--- config.mk ---
export PLATFORM = sky130hd
export DESIGN_NAME = apb4_slave
export DESIGN_NICKNAME = d
export VERILOG_FILES = /design/src/rtl/apb4_slave.sv
export SDC_FILE = /design/constraint.sdc
export NUM_CORES = 1
export LEC_CHECK = 0
export BUFFER_PORTS_ARGS = -buffer_cell sky130_fd_sc_hd__buf_2
export CELL_PAD_IN_SITES_DETAIL_PLACEMENT = 1
export CELL_PAD_IN_SITES_GLOBAL_PLACEMENT = 2
export CORE_UTILIZATION = 38
export CTS_BUF_LIST = sky130_fd_sc_hd__clkbuf_16
export DETAILED_ROUTE_END_ITERATION = 8
export GPL_ROUTABILITY_DRIVEN = 0
export PLACE_DENSITY = 0.83
export SYNTH_ARGS = -nofsm -noshare
export SYNTH_HDL_FRONTEND = slang
export SYNTH_SLANG_ARGS = --single-unit
--- constraint.sdc ---
create_clock -name PCLK -period 6.6 [get_ports PCLK]
set_input_delay 0.99 -clock PCLK [delete_from_list [all_inputs] [get_ports PCLK]]
set_output_delay 0.99 -clock PCLK [all_outputs]
set_load 0.05 [all_outputs]
--- src/rtl/apb4_slave.sv ---
// APB4 completer: bank of N_REGS data registers with byte strobes, separate read/write wait states
// and decode errors. Define APB4_SLAVE_PROT_EN to make PRIV_MASK registers reject unprivileged access.
module apb4_slave #(
  parameter int                N_BIT_DATA    = 32,
  parameter int                N_BIT_ADDRESS = 6,
  parameter int                N_REGS        = 12,
  parameter int                READ_WAIT     = 2,
  parameter int                WRITE_WAIT    = 1,
  parameter logic [N_REGS-1:0] PRIV_MASK     = 'h1
) (
  input  logic                         PCLK,
  input  logic                         PRESET,
  input  logic                         PSEL,
  input  logic                         PENABLE,
  input  logic                         PWRITE,
  input  logic [N_BIT_ADDRESS-1:0]     PADDR,
  input  logic [N_BIT_DATA-1:0]        PWDATA,
  input  logic [N_BIT_DATA/8-1:0]      PSTRB,
  input  logic [2:0]                   PPROT,
  output logic [N_BIT_DATA-1:0]        PRDATA,
  output logic                         PREADY,
  output logic                         PSLVERR,
  output logic [N_REGS*N_BIT_DATA-1:0] REGS_OUT
);

  localparam int LANES = N_BIT_DATA / 8;
  localparam int IDX_W = N_BIT_ADDRESS - 2;
  localparam int LIMIT = 4 * N_REGS;

  typedef enum logic {S_IDLE, S_ACCESS} state_t;

  state_t                    r_state, w_next;
  logic [3:0]                r_cnt;
  logic [N_BIT_ADDRESS-1:0]  r_addr;
  logic                      r_write;
  logic [N_BIT_DATA-1:0]     r_wdata;
  logic [LANES-1:0]          r_strb;
  logic [N_BIT_DATA-1:0]     r_regs [N_REGS];

  logic                      w_setup, w_active, w_ready, w_done;
  logic                      w_dec_err, w_prot_err, w_err, w_commit;
  logic [IDX_W-1:0]          w_idx;
  logic [N_BIT_DATA-1:0]     w_rdata;

  assign w_setup   = PSEL & ~PENABLE;
  assign w_active  = PSEL & PENABLE;
  // PREADY depends only on registered state so no input reaches it combinationally
  assign w_ready   = (r_state == S_ACCESS) && (r_cnt == 4'd0);
  assign w_done    = w_ready & w_active;
  assign w_idx     = r_addr[N_BIT_ADDRESS-1:2];
  assign w_dec_err = ({1'b0, r_addr} >= (N_BIT_ADDRESS+1)'(LIMIT)) || (r_addr[1:0] != 2'b00);

`ifdef APB4_SLAVE_PROT_EN
  logic       r_priv;
  logic [1:0] w_unused_prot;
  assign w_unused_prot = PPROT[2:1];

  always_ff @(posedge PCLK) begin
    if (r_state == S_IDLE && w_setup) r_priv <= PPROT[0];
  end

  always_comb begin
    w_prot_err = 1'b0;
    for (int i = 0; i < N_REGS; i++) begin
      if (w_idx == IDX_W'(i) && PRIV_MASK[i] && !r_priv) w_prot_err = 1'b1;
    end
  end
`else
  logic [N_REGS+2:0] w_unused_prot;
  assign w_unused_prot = {PRIV_MASK, PPROT};
  assign w_prot_err    = 1'b0;
`endif

  assign w_err    = w_dec_err | w_prot_err;
  assign w_commit = w_done & r_write & ~w_err;

  always_ff @(posedge PCLK) begin
    if (PRESET) r_state <= S_IDLE;
    else        r_state <= w_next;
  end

  always_comb begin
    w_next = r_state;
    case (r_state)
      S_IDLE:   if (w_setup) w_next = S_ACCESS;
      S_ACCESS: if (!w_active || w_ready) w_next = S_IDLE;
      default:  w_next = S_IDLE;
    endcase
  end

  always_ff @(posedge PCLK) begin
    if (PRESET) begin
      r_cnt <= 4'd0;
    end else if (r_state == S_IDLE && w_setup) begin
      r_cnt <= PWRITE ? 4'(WRITE_WAIT) : 4'(READ_WAIT);
    end else if (r_state == S_ACCESS) begin
      if (!w_active)          r_cnt <= 4'd0;
      else if (r_cnt != 4'd0) r_cnt <= r_cnt - 4'd1;
    end
  end

  // Setup-phase capture; later bus changes within the transfer are ignored
  always_ff @(posedge PCLK) begin
    if (r_state == S_IDLE && w_setup) begin
      r_addr  <= PADDR;
      r_write <= PWRITE;
      r_wdata <= PWDATA;
      r_strb  <= PSTRB;
    end
  end

  always_ff @(posedge PCLK) begin
    if (PRESET) begin
      for (int i = 0; i < N_REGS; i++) r_regs[i] <= '0;
    end else begin
      for (int i = 0; i < N_REGS; i++) begin
        for (int k = 0; k < LANES; k++) begin
          if (w_commit && w_idx == IDX_W'(i) && r_strb[k])
            r_regs[i][8*k +: 8] <= r_wdata[8*k +: 8];
        end
      end
    end
  end

  always_comb begin
    w_rdata = '0;
    for (int i = 0; i < N_REGS; i++) begin
      if (w_idx == IDX_W'(i)) w_rdata = r_regs[i];
    end
  end

  assign PREADY  = w_ready;
  assign PSLVERR = w_ready & w_err;
  assign PRDATA  = (w_ready && !r_write && !w_err) ? w_rdata : '0;

  for (genvar g = 0; g < N_REGS; g++) begin : g_out
    assign REGS_OUT[g*N_BIT_DATA +: N_BIT_DATA] = r_regs[g];
  end

endmodule

Word level (Yosys, flattened, before mapping)
Memories as Yosys holds them, arrays and structs flattened.
Index checks and enable logic that the tools add are counted.
{ "classes": {"add_sub_neg": 1, "magnitude_cmp": 1, "n_eq_ne": 12, "mux": 215, "n_bitwise": 57, "reduce_logical": 75} }
{ "ops": {"columns": ["operator", "count"], "rows": [
  ["2-to-1 mux 32 bit", 13],
  ["2-to-1 mux 8 bit", 48],
  ["2-to-1 mux 1 bit", 148],
  ["logical AND 1 bit", 64],
  ["OR 1 bit", 48],
  ["equality test 4 x 3 -> 1 bit, second input constant", 4],
  ["equality test 4 bit, second input constant", 4],
  ["2-to-1 mux 4 bit", 4],
  ["equality test 4 x 2 -> 1 bit, second input constant", 2],
  ["logical NOT 4 bit", 2],
  ["bitwise AND 1 bit", 6],
  ["greater-or-equal comparator 6 bit, second input constant", 1],
  ["equality test 4 x 1 -> 1 bit, second input constant", 1],
  ["nonzero test 2 bit", 2],
  ["nonzero test 4 bit", 1],
  ["subtractor 4 x 1 -> 4 bit, second input constant", 1],
  ["logical NOT 1 bit", 3],
  ["inequality test 3 x 1 -> 1 bit, second input constant", 1],
  ["NOT 1 bit", 3],
  ["logical OR 1 bit", 2],
  ["2-to-1 mux 2 bit", 1],
  ["case mux 1 bit (2 select lines)", 1],
  ["AND reduction 2 bit", 1]
]} }
{ "word_totals": {"reg_bits": 48, "ramBits": 384, "in_bits": 50, "output_inout_bits": 418, "elab_cells": 368, "mem_count": 1} }
{ "mem_list": {"columns": ["name", "depth", "word_bits", "rd", "rd_ports_with_merged_regs", "write_ports", "line_no", "source"], "rows": [
  ["r_regs", 12, 32, 12, 0, 12, "38", "logic [N_BIT_DATA-1:0] r_regs [N_REGS];"]
]} }

Logic depth before layout (Yosys ltp)
Gate-level depths: netlist (run 1).
{ "logic_depth": {"word_depth": 14, "ltp_mapped": 9, "ltp_nobuf": 7} }

Least setup slack after synthesis (run 1)
Ideal clock, no wire load.
{ "synth_timing": {"path_kind": "register to output", "start": "register r_addr[3]", "end": "output port PRDATA[15]", "arrival_ps": 2657, "required_time_ps": 5610, "setup_slack_ps": 2953, "path_stages_with_launch": 7, "n_path_buf": 2, "path_cell_list": "edfxtp_1 buf_6 or2b_4 nor2_2 buf_4 a221oi_1 a221oi_1"} }
{ "synth_between": {"elab_chain_len": 14, "word_cells_on_any_way": 29, "cone_classes": "order compare: 1; eq/ne: 11; mux: 13; reduce/logical: 4"} }
{ "synth_lines": {"columns": ["element", "line_no", "source"], "rows": [
  ["start, declared", "34", "logic [N_BIT_ADDRESS-1:0] r_addr;"],
  ["start signal, assigned", "105", "r_addr <= PADDR;"],
  ["logical NOT 4 bit", "128", "if (w_idx == IDX_W'(i)) w_rdata = r_regs[i];"],
  ["2-to-1 mux 32 bit (12 in series)", "128", null],
  ["2-to-1 mux 32 bit *", "134", "assign PRDATA = (w_ready && !r_write && !w_err) ? w_rdata : '0;"],
  ["end, declared", "20", "output logic [N_BIT_DATA-1:0] PRDATA,"]
]} }
Every way passes the cells marked *; elsewhere a longest branch is shown, timed or not.

Worst setup path in the final report (run 1)
{ "layout_timing": {"start": "register r_addr[4]", "end": "output port PRDATA[29]"} }
The elaborated chain is that of the path after synthesis.

==> results.md, run 1 <==
- Clock-pin slew on the worst setup and hold paths: 0.06 ns
- CP arrival: 4.61 ns
- Die H: 230 µm
- CTS tree: done
- Fin. Hold Viols: 0
- # hold bufs at CTS: 0
- CORE AREA: 51300 µm²
- Uppermost layer routed: met5
- Layout area overhead: 21.5%
- RSZ-0062 raised after global routing: false
- Post-synth top cells: 427 x edfxtp_1, 404 x nor2_1, 78 x nand2b_1
- Vias in the first global route: 16039
- Final setup vio count: 0
- CTS buffer count: 49
- Synth async-reset ratio: 0%
- Routed wl met3: 6300 µm
- Fin Hold WS: 0.559 ns
- I/O Buffers: 464
- Initial Utilization: 38.4%
- Syn. warnings: 0
- Setup crit end kind: primary output
- Layout cells sized above 1: 32.5%
- Yosys reg bits: 432
- CP required: 5.61 ns
- Peak fanout along the critical path: 25
- Ranking of synthesized cells by area: edfxtp_1 65%, nor2_1 7.7%, mux2_2 2.9%
- First-pass GRT wire length: 114000 µm
- Total gr overflow: 0
- Seq/Total Area, Yosys: 65.6%
- Ys flop type: edfxtp_1
- Post-Syn Area: 19700 µm²
- Flop2flop setup slack: 2.21 ns
- Root Buffer: clkbuf_16
- Total die area: 52700 µm²
- Worst-Skew Late Latency: 0.59 ns
- Most frequent cell after synthesis: edfxtp_1
- Slew at the pin closest to its max-slew limit: 1.35 ns
- Setup Skew: 0.0182 ns
- Routed len/inst: 29.4 µm
- Comb pwr share: 11.8%
- Number of DRC markers in iteration 0: 1312
- Drt drc: 0
- Fmax: 0.179 GHz
- Postcts setup bufs: 0
- Kind of critical path: reg -> out
- Clock power share: 39.8%
- # rows: 83
- Post-synth top area share: 65.1%
- HPWL after DPL: 57300 µm
- Tcrit/Tclk final: 84.8%
- Met2 WL: 38500 µm
- Clock Sink Count: 432
- Syn Area/Cell: 12.2 µm²
- DRT antenna net count: 0
- I/O pin count: 468
- Die X: 230 µm
- Via count: 15609
- Hold Path Class: reg -> reg
- Post-synth top area cell: edfxtp_1
- Post-route setup TNS: 0 ns
- Pre-Repair DR Iteration Count: 5
- Synth Net Count: 1659
- Clock Tree Buf Depth: 3
- Post-Synthesis Cells: 1608
- Leak: 9.76 nW
- Drt via density: 5.68
- MaxCap Viol Count: 0
- Number of flops mapped to enable cells by yosys: 427
- Outcome: complete, no violations
- Slew HR: 10.2%
- Final #Nets: 2078
- Cell Int Power: 4.78 mW
- Sequential share of power: 48.4%
- Netlist cell types: 65
- Largest net degree at the start of global routing: 85
- Cell area power density: 276 nW/µm²
- CTS-repair resized insts: 0
- Minimum clock period: 5.60 ns
- Met1 Wirelength: 33500 µm
- Net Switching: 1.83 mW
- Peak supply drop: 0.000180 V
- Initial antenna violation count: 3
- Aggregate routed wire length: 80900 µm
- Slew Viols, Final: 0
- Startpoint type of the worst setup path: flip-flop
- Sw Share: 27.7%
- Gr usage total: 30.1%
- CTS H-Tree Depth: 2
[cells in the final DEF (no fill, tap or decap), types with 20 or more instances in the layout]
| cell type | instances |
|---|---|
| buf_2 | 464 |
| edfxtp_1 | 427 |
| nor2_1 | 403 |
| nand2b_1 | 77 |
| o21ai_0 | 57 |
| a21oi_1 | 57 |
| clkbuf_16 | 51 |
| mux2_2 | 50 |
| nand2_1 | 49 |
| inv_1 | 49 |
| mux2i_1 | 48 |
| nand2_2 | 38 |
| a221oi_1 | 33 |
| o22ai_1 | 27 |
| nor2b_1 | 20 |
[power groups by stage]
stage	clock [mW]	sequential [mW]	combinational [mW]
finish	2.63	3.20	0.777
CTS	2.66	3.20	0.778
floorplan	0	3.53	0.243
global placement	0	3.25	0.764
global route	2.76	3.21	0.807
detailed placement	0	3.25	0.776
[logic make-up after synthesis]
kind of cell | count (synthesis) | synth area share [%]
simple gates | 643 | 15.3
flops | 432 | 65.6
compound gates | 275 | 9.22
buf+inv | 153 | 3.93
mux | 102 | 5.76
xor+xnor | 2 | 0.0890
fa+ha+maj | 1 | 0.0635
[stage by stage]
stage | util [%] | power, mW | std cells | area [µm²] | setup WS, ns
after global routing | 46.6 | 6.77 | 2745 | 23900 | 0.993
after CTS | 46.6 | 6.64 | 2745 | 23900 | 1.03
after floorplan | - | 3.77 | 1608 | 19700 | 2.95
after detailed placement | 43.7 | 4.03 | 2656 | 22400 | 1.65
final | 46.6 | 6.61 | 2746 | 23900 | 1.00
after global placement | 43.7 | 4.02 | 2656 | 22400 | 1.65
[state kept, by name, summed over array words and instances (netlist names)]
signal   cells
r_wdata     32
r_addr       6
r_write      1
r_state      1
r_strb       4
r_cnt        4
r_regs     384
[layer usage]
metal	vias up	track usage, %
met5	-	0
met4	6	10.2
met3	136	5.68
met2	808	48.8
met1	7990	40.5
li1	6669	-
[layout make-up]
cell class                 instances  area, µm²
tap                              680        851
sequential                       432      12900
timing repair buffer             482       2460
antenna                            1       2.50
clock buffer                      51       1280
multi-input combinational       1023       6030
inverter                          39        146
fill                            5585      27400
clock inverter                    38        248
[worst paths after layout]
check,start,endpoint,cells past startpoint
worst max-delay path,r_addr[4],PRDATA[29],7
worst min-delay path,r_cnt[1],r_cnt[1],2
worst max register to register,r_addr[3],r_regs[0][74],6
worst min register to register,r_cnt[1],r_cnt[1],2
[critical path, cell delays in order (launching register included)]
cell and delay, ns:
edfxtp_1 0.74, buf_4 0.47, nor2b_2 1.07, nand2_1 0.54, o22ai_1 0.30, nor2_1 0.06, a221oi_1 0.45, buf_2 0.36
No activity file was read; power rests on OpenSTA's default activity.
==> run 2, diff against run 1 <==
--- a/config.mk
+++ b/config.mk
@@ -8,11 +8,11 @@
 export BUFFER_PORTS_ARGS = -buffer_cell sky130_fd_sc_hd__buf_2
 export CELL_PAD_IN_SITES_DETAIL_PLACEMENT = 1
 export CELL_PAD_IN_SITES_GLOBAL_PLACEMENT = 2
-export CORE_UTILIZATION = 38
+export CORE_UTILIZATION = 35
 export CTS_BUF_LIST = sky130_fd_sc_hd__clkbuf_16
 export DETAILED_ROUTE_END_ITERATION = 8
 export GPL_ROUTABILITY_DRIVEN = 0
-export PLACE_DENSITY = 0.83
+export PLACE_DENSITY = 0.78
 export SYNTH_ARGS = -nofsm -noshare
 export SYNTH_HDL_FRONTEND = slang
 export SYNTH_SLANG_ARGS = --single-unit
==> constraint.sdc (replaced) <==
create_clock -name PCLK -period 5.76 [get_ports PCLK]
set_input_delay 0.864 -clock PCLK [delete_from_list [all_inputs] [get_ports PCLK]]
set_output_delay 0.864 -clock PCLK [all_outputs]
set_load 0.05 [all_outputs]
==> run 2 against run 1 <==
Against the previous run: flip-flop and latch count did not move; critical path depth rose by 1; sequential power rose by 15%; non-clock buffer count rose by 9; largest power group unchanged.
==> results.md, run 2 (synthesis results as in run 1) <==
- Largest net degree at the start of global routing: 98 (was 85)
- CORE AREA: 55300 µm² (was 51300 µm²)
- Layout area overhead: 22.3% (was 21.5%)
- Drt drc: 0 (unchanged)
- Crit-path cells: buf_4, and4bb_1, buf_4, nand2_1, o31ai_1, o21ai_1, a221oi_1, buf_2 (was buf_4, nor2b_2, nand2_1, o22ai_1, nor2_1, a221oi_1, buf_2)
- Leak: 9.78 nW (was 9.76 nW)
- Layout cells sized above 1: 32.9% (was 32.5%)
- Peak fanout along the critical path: 14 (was 25)
- Clock Tree Buf Depth: 3 (unchanged)
- Most used cell, CP: buf_4
- Final Power: 7.57 mW (was 6.61 mW)
- CP max-delay cell: edfxtp_1 (was nor2b_2)
- # hold bufs at CTS: 0 (unchanged)
- Aggregate routed wire length: 81400 µm (was 80900 µm)
- Crit-path max cell delay: 1.00 ns (was 1.07 ns)
- Crit path buf inv count: 3 (was 2)
- Worst-Skew Late Latency: 0.58 ns (was 0.59 ns)
- First-pass GRT wire length: 113000 µm (was 114000 µm)
- Total die area: 57200 µm² (was 52700 µm²)
- Post-route setup TNS: 0 ns (unchanged)
- Minimum clock period: 4.98 ns
- Initial Utilization: 35.6% (was 38.4%)
- RSZ-0062 raised after global routing: false (unchanged)
- Most common cell after layout, fill and taps aside: buf_2 (unchanged)
- Final setup vio count: 0 (unchanged)
- Root Buffer: clkbuf_16 (unchanged)
- Post-DP Area: 22600 µm² (was 22400 µm²)
- Clock-pin slew on the worst setup and hold paths: 0.06 ns (about the same)
- Clock Sink Count: 432 (unchanged)
- Slew at the pin closest to its max-slew limit: 1.25 ns (was 1.35 ns)
- Largest register by flop count: r_regs (unchanged)
- Final instance area: 24100 µm² (was 23900 µm²)
- Most frequent cells in the layout: 464 x buf_2, 427 x edfxtp_1, 403 x nor2_1, 77 x nand2b_1 (unchanged)
- I/O Buffers: 464 (unchanged)
- Total gr overflow: 0 (unchanged)
- Startpoint type of the worst setup path: flip-flop (unchanged)
- Biggest regs: r_regs x384, r_wdata x32, r_addr x6 (unchanged)
- CTS tree: done (unchanged)
- Gr usage total: 27.9% (was 30.1%)
- CTS H-Tree Depth: 2 (unchanged)
- CP arrival: 4.12 ns (was 4.61 ns)
- CTS-repair resized insts: 0 (unchanged)
- ANT cells: 0 (was 1)
- Vias in the first global route: 15864 (was 16039)
- Slew HR: 16.4% (was 10.2%)
- Via count: 15492 (was 15609)
- # rows: 86 (was 83)
- Number of DRC markers in iteration 0: 1274 (was 1312)
- Setup Skew: 0.0114 ns (was 0.0182 ns)
- Die X: 239 µm (was 230 µm)
- Fillers: 6038 (was 5585)
- Pre-Repair DR Iteration Count: 7 (was 5)
- Outcome: complete, no violations (unchanged)
- Routed len/inst: 28.8 µm (was 29.4 µm)
- Fmax: 0.201 GHz
- Final #Nets: 2086 (was 2078)
- Postcts setup bufs: 0 (unchanged)
- Drt via density: 5.49 (was 5.68)
- Max reg flops: 384 (unchanged)
- DRT antenna net count: 0 (unchanged)
- CP required: 4.90 ns (was 5.61 ns)
- Tcrit/Tclk final: 86.5%
- Kind of cell adding the most delay to the critical path: buffers and inverters (was simple AND/OR/NAND/NOR gates)
- MaxCap Viol Count: 0 (unchanged)
- Cell area power density: 314 nW/µm² (was 276 nW/µm²)
- Fin Hold WS: 0.461 ns (was 0.559 ns)
- Kind of critical path: reg -> out (unchanged)
- Slew Viols, Final: 0 (unchanged)
- Fin. Hold Viols: 0 (unchanged)
- Die H: 239 µm (was 230 µm)
- Hold Path Class: in -> reg (was reg -> reg)
- HPWL after DPL: 59500 µm (was 57300 µm)
- Setup crit end kind: primary output (unchanged)
- Peak supply drop: 0.000306 V (was 0.000180 V)
- Initial antenna violation count: 4 (was 3)
- I/O pin count: 468 (unchanged)
- CTS buffer count: 48 (was 49)
## run 2: cell count changes in the layout (fill, tap and decap cells not counted), sizes merged
cell	delta
buf	+9
inv	-5
clkinvlp	+3
clkbuf	-2
clkinv	+2
bufinv	+1
diode	-1
## run 2: where the power goes
part,internal [mW],leakage [nW],switching (mW)
Combinational,0.184,4.59,0.707
Clock,1.72,0.760,1.29
Sequential,3.57,4.43,0.0969
Total,5.48,9.78,2.09
## run 2: stage by stage
step / util (%) / instances / setup WS (ns)
after floorplan: - / 1608 / 2.24
after global placement: 40.8 / 2733 / 1.36
after detailed placement: 40.8 / 2733 / 1.30
after CTS: 43.5 / 2821 / 0.676
after global routing: 43.5 / 2821 / 0.653
final: 43.5 / 2821 / 0.778
## run 2: layout make-up
class / instances / area (µm²) / area share, %
inverters: 39 / 146 / 0.608
repair buffers: 491 / 2540 / 10.5
clock buffers: 49 / 1230 / 5.09
multi-input cells: 1023 / 6030 / 25.0
flip-flops and latches: 432 / 12900 / 53.7
clock inverters: 39 / 289 / 1.20
well taps: 748 / 936 / 3.89
## run 2: worst reg2reg max path: stages (launching register included)
cell	delay [ns]
edfxtp_1	0.40
buf_12	0.48
nand2b_1	0.63
buf_4	0.46
nor3_2	0.70
nand2_1	0.49
nand2b_1	0.53
## run 2: worst paths after layout
kind / slack (ns) / startpoint / endpoint / cells past startpoint
max: 0.78 / r_addr[2] / PRDATA[29] / 8
min: 0.46 / PWDATA[2] / r_wdata[2] / 1
max reg2reg: 1.71 / r_addr[3] / r_regs[0][72] / 6
min reg2reg: 0.54 / r_cnt[1] / r_cnt[1] / 2
## run 2: routing by layer
metal,global-route usage (%),wire length (µm),vias up,share of wire [%]
met2,46.4,39100,717,48
met1,36.2,33200,7919,41
met3,4.83,5890,163,7.2
li1,-,-,6685,-
met5,0,48,-,0.059
met4,11.1,3060,8,3.8
==> run 3, diff against run 2 <==
--- a/config.mk
+++ b/config.mk
@@ -5,10 +5,11 @@
 export SDC_FILE = /design/constraint.sdc
 export NUM_CORES = 1
 export LEC_CHECK = 0
+export ABC_AREA = 1
 export BUFFER_PORTS_ARGS = -buffer_cell sky130_fd_sc_hd__buf_2
 export CELL_PAD_IN_SITES_DETAIL_PLACEMENT = 1
 export CELL_PAD_IN_SITES_GLOBAL_PLACEMENT = 2
-export CORE_UTILIZATION = 35
+export CORE_UTILIZATION = 33
 export CTS_BUF_LIST = sky130_fd_sc_hd__clkbuf_16
 export DETAILED_ROUTE_END_ITERATION = 8
 export GPL_ROUTABILITY_DRIVEN = 0
==> run 3 against run 2 <==
Against the previous run: utilization is 1.8 points lower; first-iteration DRC count is 18% lower; global-route usage is 2.2 points lower; area after synthesis is 5.3% lower; combinational power is 9.0% lower; register-to-register slack better by 0.53 ns; highest routed layer unchanged; worst setup slack better by 0.60 ns; clock skew is 0.0093 ns higher; die area is 0.46% higher.
==> results.md, run 3 <==
- Syn. warnings: 0 (unchanged)
- Most frequent cell after synthesis: nor2_1 (was edfxtp_1)
- Via count: 15293 (was 15492)
- Kind of critical path: reg -> out (unchanged)
- Synth async-reset ratio: 0% (unchanged)
- MaxCap Viol Count: 0 (unchanged)
- Ranking of synthesized cells by area: edfxtp_1 69%, nor2_1 9.9%, nand2_1 7.0% (was edfxtp_1 65%, nor2_1 7.7%, mux2_2 2.9%)
- CORE AREA: 55500 µm² (was 55300 µm²)
- Total gr overflow: 0 (unchanged)
- Most frequent cells in the layout: 483 x nor2_1, 464 x buf_2, 427 x edfxtp_1, 347 x nand2_1, 151 x inv_1 (was 464 x buf_2, 427 x edfxtp_1, 403 x nor2_1, 77 x nand2b_1)
- I/O Buffers: 464 (unchanged)
- Die X: 240 µm (was 239 µm)
- Setup Skew: 0.0207 ns (was 0.0114 ns)
- First-pass GRT wire length: 106000 µm (was 113000 µm)
- Final setup vio count: 0 (unchanged)
- Most common cell after layout, fill and taps aside: nor2_1 (was buf_2)
- Largest net degree at the start of global routing: 56 (was 98)
- Post-synthesis adder-cell area fraction: 0.0671% (was 0.0635%)
- Die H: 240 µm (was 239 µm)
- Flop2flop setup slack: 2.24 ns (was 1.71 ns)
- Postcts setup bufs: 0 (unchanged)
- Worst-Skew Late Latency: 0.60 ns (was 0.58 ns)
- Biggest regs: r_regs x384, r_wdata x32, r_addr x6 (unchanged)
- Met2 WL: 36200 µm (was 39100 µm)
- Initial antenna violation count: 8 (was 4)
- Met1 Wirelength: 31600 µm (was 33200 µm)
- Max reg flops: 384 (unchanged)
- Peak fanout along the critical path: 30 (was 14)
- Clock-pin slew on the worst setup and hold paths: 0.06 ns (about the same)
- Seq/Total Area, Yosys: 69.3% (was 65.6%)
- Slew Viols, Final: 0 (unchanged)
- Aggregate routed wire length: 74700 µm (was 81400 µm)
- CTS tree: done (unchanged)
- # rows: 86 (unchanged)
- Clock Tree Buf Depth: 3 (unchanged)
- I/O pin count: 468 (unchanged)
- Startpoint type of the worst setup path: flip-flop (unchanged)
- Synth Net Count: 1857 (was 1659)
- Vias in the first global route: 15642 (was 15864)
- Fin. Hold Viols: 0 (unchanged)
- Final instance area: 23200 µm² (was 24100 µm²)
- CTS H-Tree Depth: 2 (unchanged)
- Post-DP Area: 21800 µm² (was 22600 µm²)
- Post-synth top cells: 490 x nor2_1, 427 x edfxtp_1, 347 x nand2_1 (was 427 x edfxtp_1, 404 x nor2_1, 78 x nand2b_1)
- Post-Syn Area: 18700 µm² (was 19700 µm²)
- # hold bufs at CTS: 0 (unchanged)
- Post-Synthesis Cells: 1806 (was 1608)
- Post-synth top area cell: edfxtp_1 (unchanged)
- Uppermost layer routed: met5 (unchanged)
- Post-synthesis mux area share: 0% (was 5.76%)
- DRT antenna net count: 0 (unchanged)
- Initial Utilization: 33.6% (was 35.6%)
- Layout area overhead: 24.4% (was 22.3%)
- Outcome: complete, no violations (unchanged)
- Leak: 10.1 nW (was 9.78 nW)
- Largest register by flop count: r_regs (unchanged)
- Simple-Gate Fraction of Synth Area: 23.8% (was 15.3%)
- Pre-Repair DR Iteration Count: 5 (was 7)
- Tcrit/Tclk final: 76.1% (was 86.5%)
- Total die area: 57500 µm² (was 57200 µm²)
- Final #Nets: 2298 (was 2086)
- Gr usage total: 25.7% (was 27.9%)
- Post-route setup TNS: 0 ns (unchanged)
- HPWL after DPL: 56400 µm (was 59500 µm)
- Drt via density: 5.04 (was 5.49)
- CTS buffer count: 47 (was 48)
- Routed wl met3: 4890 µm (was 5890 µm)
- Fmax: 0.228 GHz (was 0.201 GHz)
- Syn Area/Cell: 10.3 µm² (was 12.2 µm²)
- Compound-Gate Fraction of Synth Area: 1.80% (was 9.22%)
- Cell area power density: 319 nW/µm² (was 314 nW/µm²)
- Post-synth top area share: 68.7% (was 65.1%)
- Yosys reg bits: 432 (unchanged)
- XOR/XNOR Fraction of Synth Area: 0.0470% (was 0.0890%)
- Slew HR: 18.6% (was 16.4%)
- CP required: 4.90 ns (about the same)
- Ys flop type: edfxtp_1 (unchanged)
- CTS-repair resized insts: 0 (unchanged)
- Hold Path Class: in -> reg (unchanged)
- Peak supply drop: 0.000193 V (was 0.000306 V)
- Minimum clock period: 4.38 ns (was 4.98 ns)
- Drt drc: 0 (unchanged)
- CP arrival: 3.52 ns (was 4.12 ns)
- Layout cells sized above 1: 26.5% (was 32.9%)
- Number of flops mapped to enable cells by yosys: 427 (unchanged)
- Setup crit end kind: primary output (unchanged)
- RSZ-0062 raised after global routing: false (unchanged)
- Root Buffer: clkbuf_16 (unchanged)
- Number of DRC markers in iteration 0: 1041 (was 1274)
- Routed len/inst: 24.6 µm (was 28.8 µm)
- Netlist cell types: 27 (was 65)
- Fin Hold WS: 0.445 ns (was 0.461 ns)
- Clock Sink Count: 432 (unchanged)
- Slew at the pin closest to its max-slew limit: 1.21 ns (was 1.25 ns)
- Main combinational cell family by area after synthesis: simple AND/OR/NAND/NOR gates (unchanged)
## run 3: area by class of cell
cell class	count	area (µm²)
Fill cell	6331	32300
Sequential cell	432	12900
Multi-Input combinational cell	1129	4840
Timing Repair Buffer	486	2490
Clock buffer	47	1180
Tap cell	748	936
Inverter	151	567
Clock inverter	38	269
Antenna cell	1	2.50
## run 3: worst max-delay path: stages, from the launching register on
cell	delay, ns
edfxtp_1	0.56
nand2_1	0.29
inv_1	0.23
nand2_1	0.25
inv_2	0.66
a21oi_1	0.14
nand4_1	0.16
nand2_1	0.14
nand4_1	0.10
nand2_1	0.05
inv_1	0.08
buf_2	0.26
## run 3: path summary, 6_finish.rpt
path / endpoint / startpoint / cells after the start
setup / recovery: PRDATA[3] / r_addr[4] / 11
setup reg to reg: r_regs[2][89] / r_addr[4] / 5
hold reg to reg: r_cnt[1] / r_cnt[1] / 2
hold / removal: r_strb[0] / PSTRB[0] / 1
## run 3: power breakdown
part / internal (mW) / switching, mW / total (mW) / leakage [nW]
logic: 0.133 / 0.678 / 0.811 / 4.98
registers: 3.58 / 0.0940 / 3.67 / 4.38
clock network: 1.62 / 1.29 / 2.91 / 0.728
## run 3: stage by stage
stage	power [mW]	setup WS (ns)	cells	utilization, %
6_report	7.40	1.38	3032	41.8
2_1_floorplan	4.27	2.33	1806	-
5_1_grt	7.59	1.16	3031	41.8
3_5_place_dp	4.55	1.97	2946	39.2
3_3_place_gp	4.54	2.02	2946	39.2
4_1_cts	7.44	1.37	3031	41.8
## run 3: cell families after synthesis
logic type / count (synthesis)
adders and majority gates: 1
and+or+nand+nor: 1061
DFF: 432
xor gates and xnor gates: 1
AOI/OAI and AO/OA: 66
buffers and inverters: 245
## run 3: layer usage
metal / global-route usage, % / vias to the layer above
li1: - / 6882
met3: 4.78 / 111
met1: 34.1 / 7775
met5: 0 / -
met2: 42.8 / 509
met4: 7.36 / 16
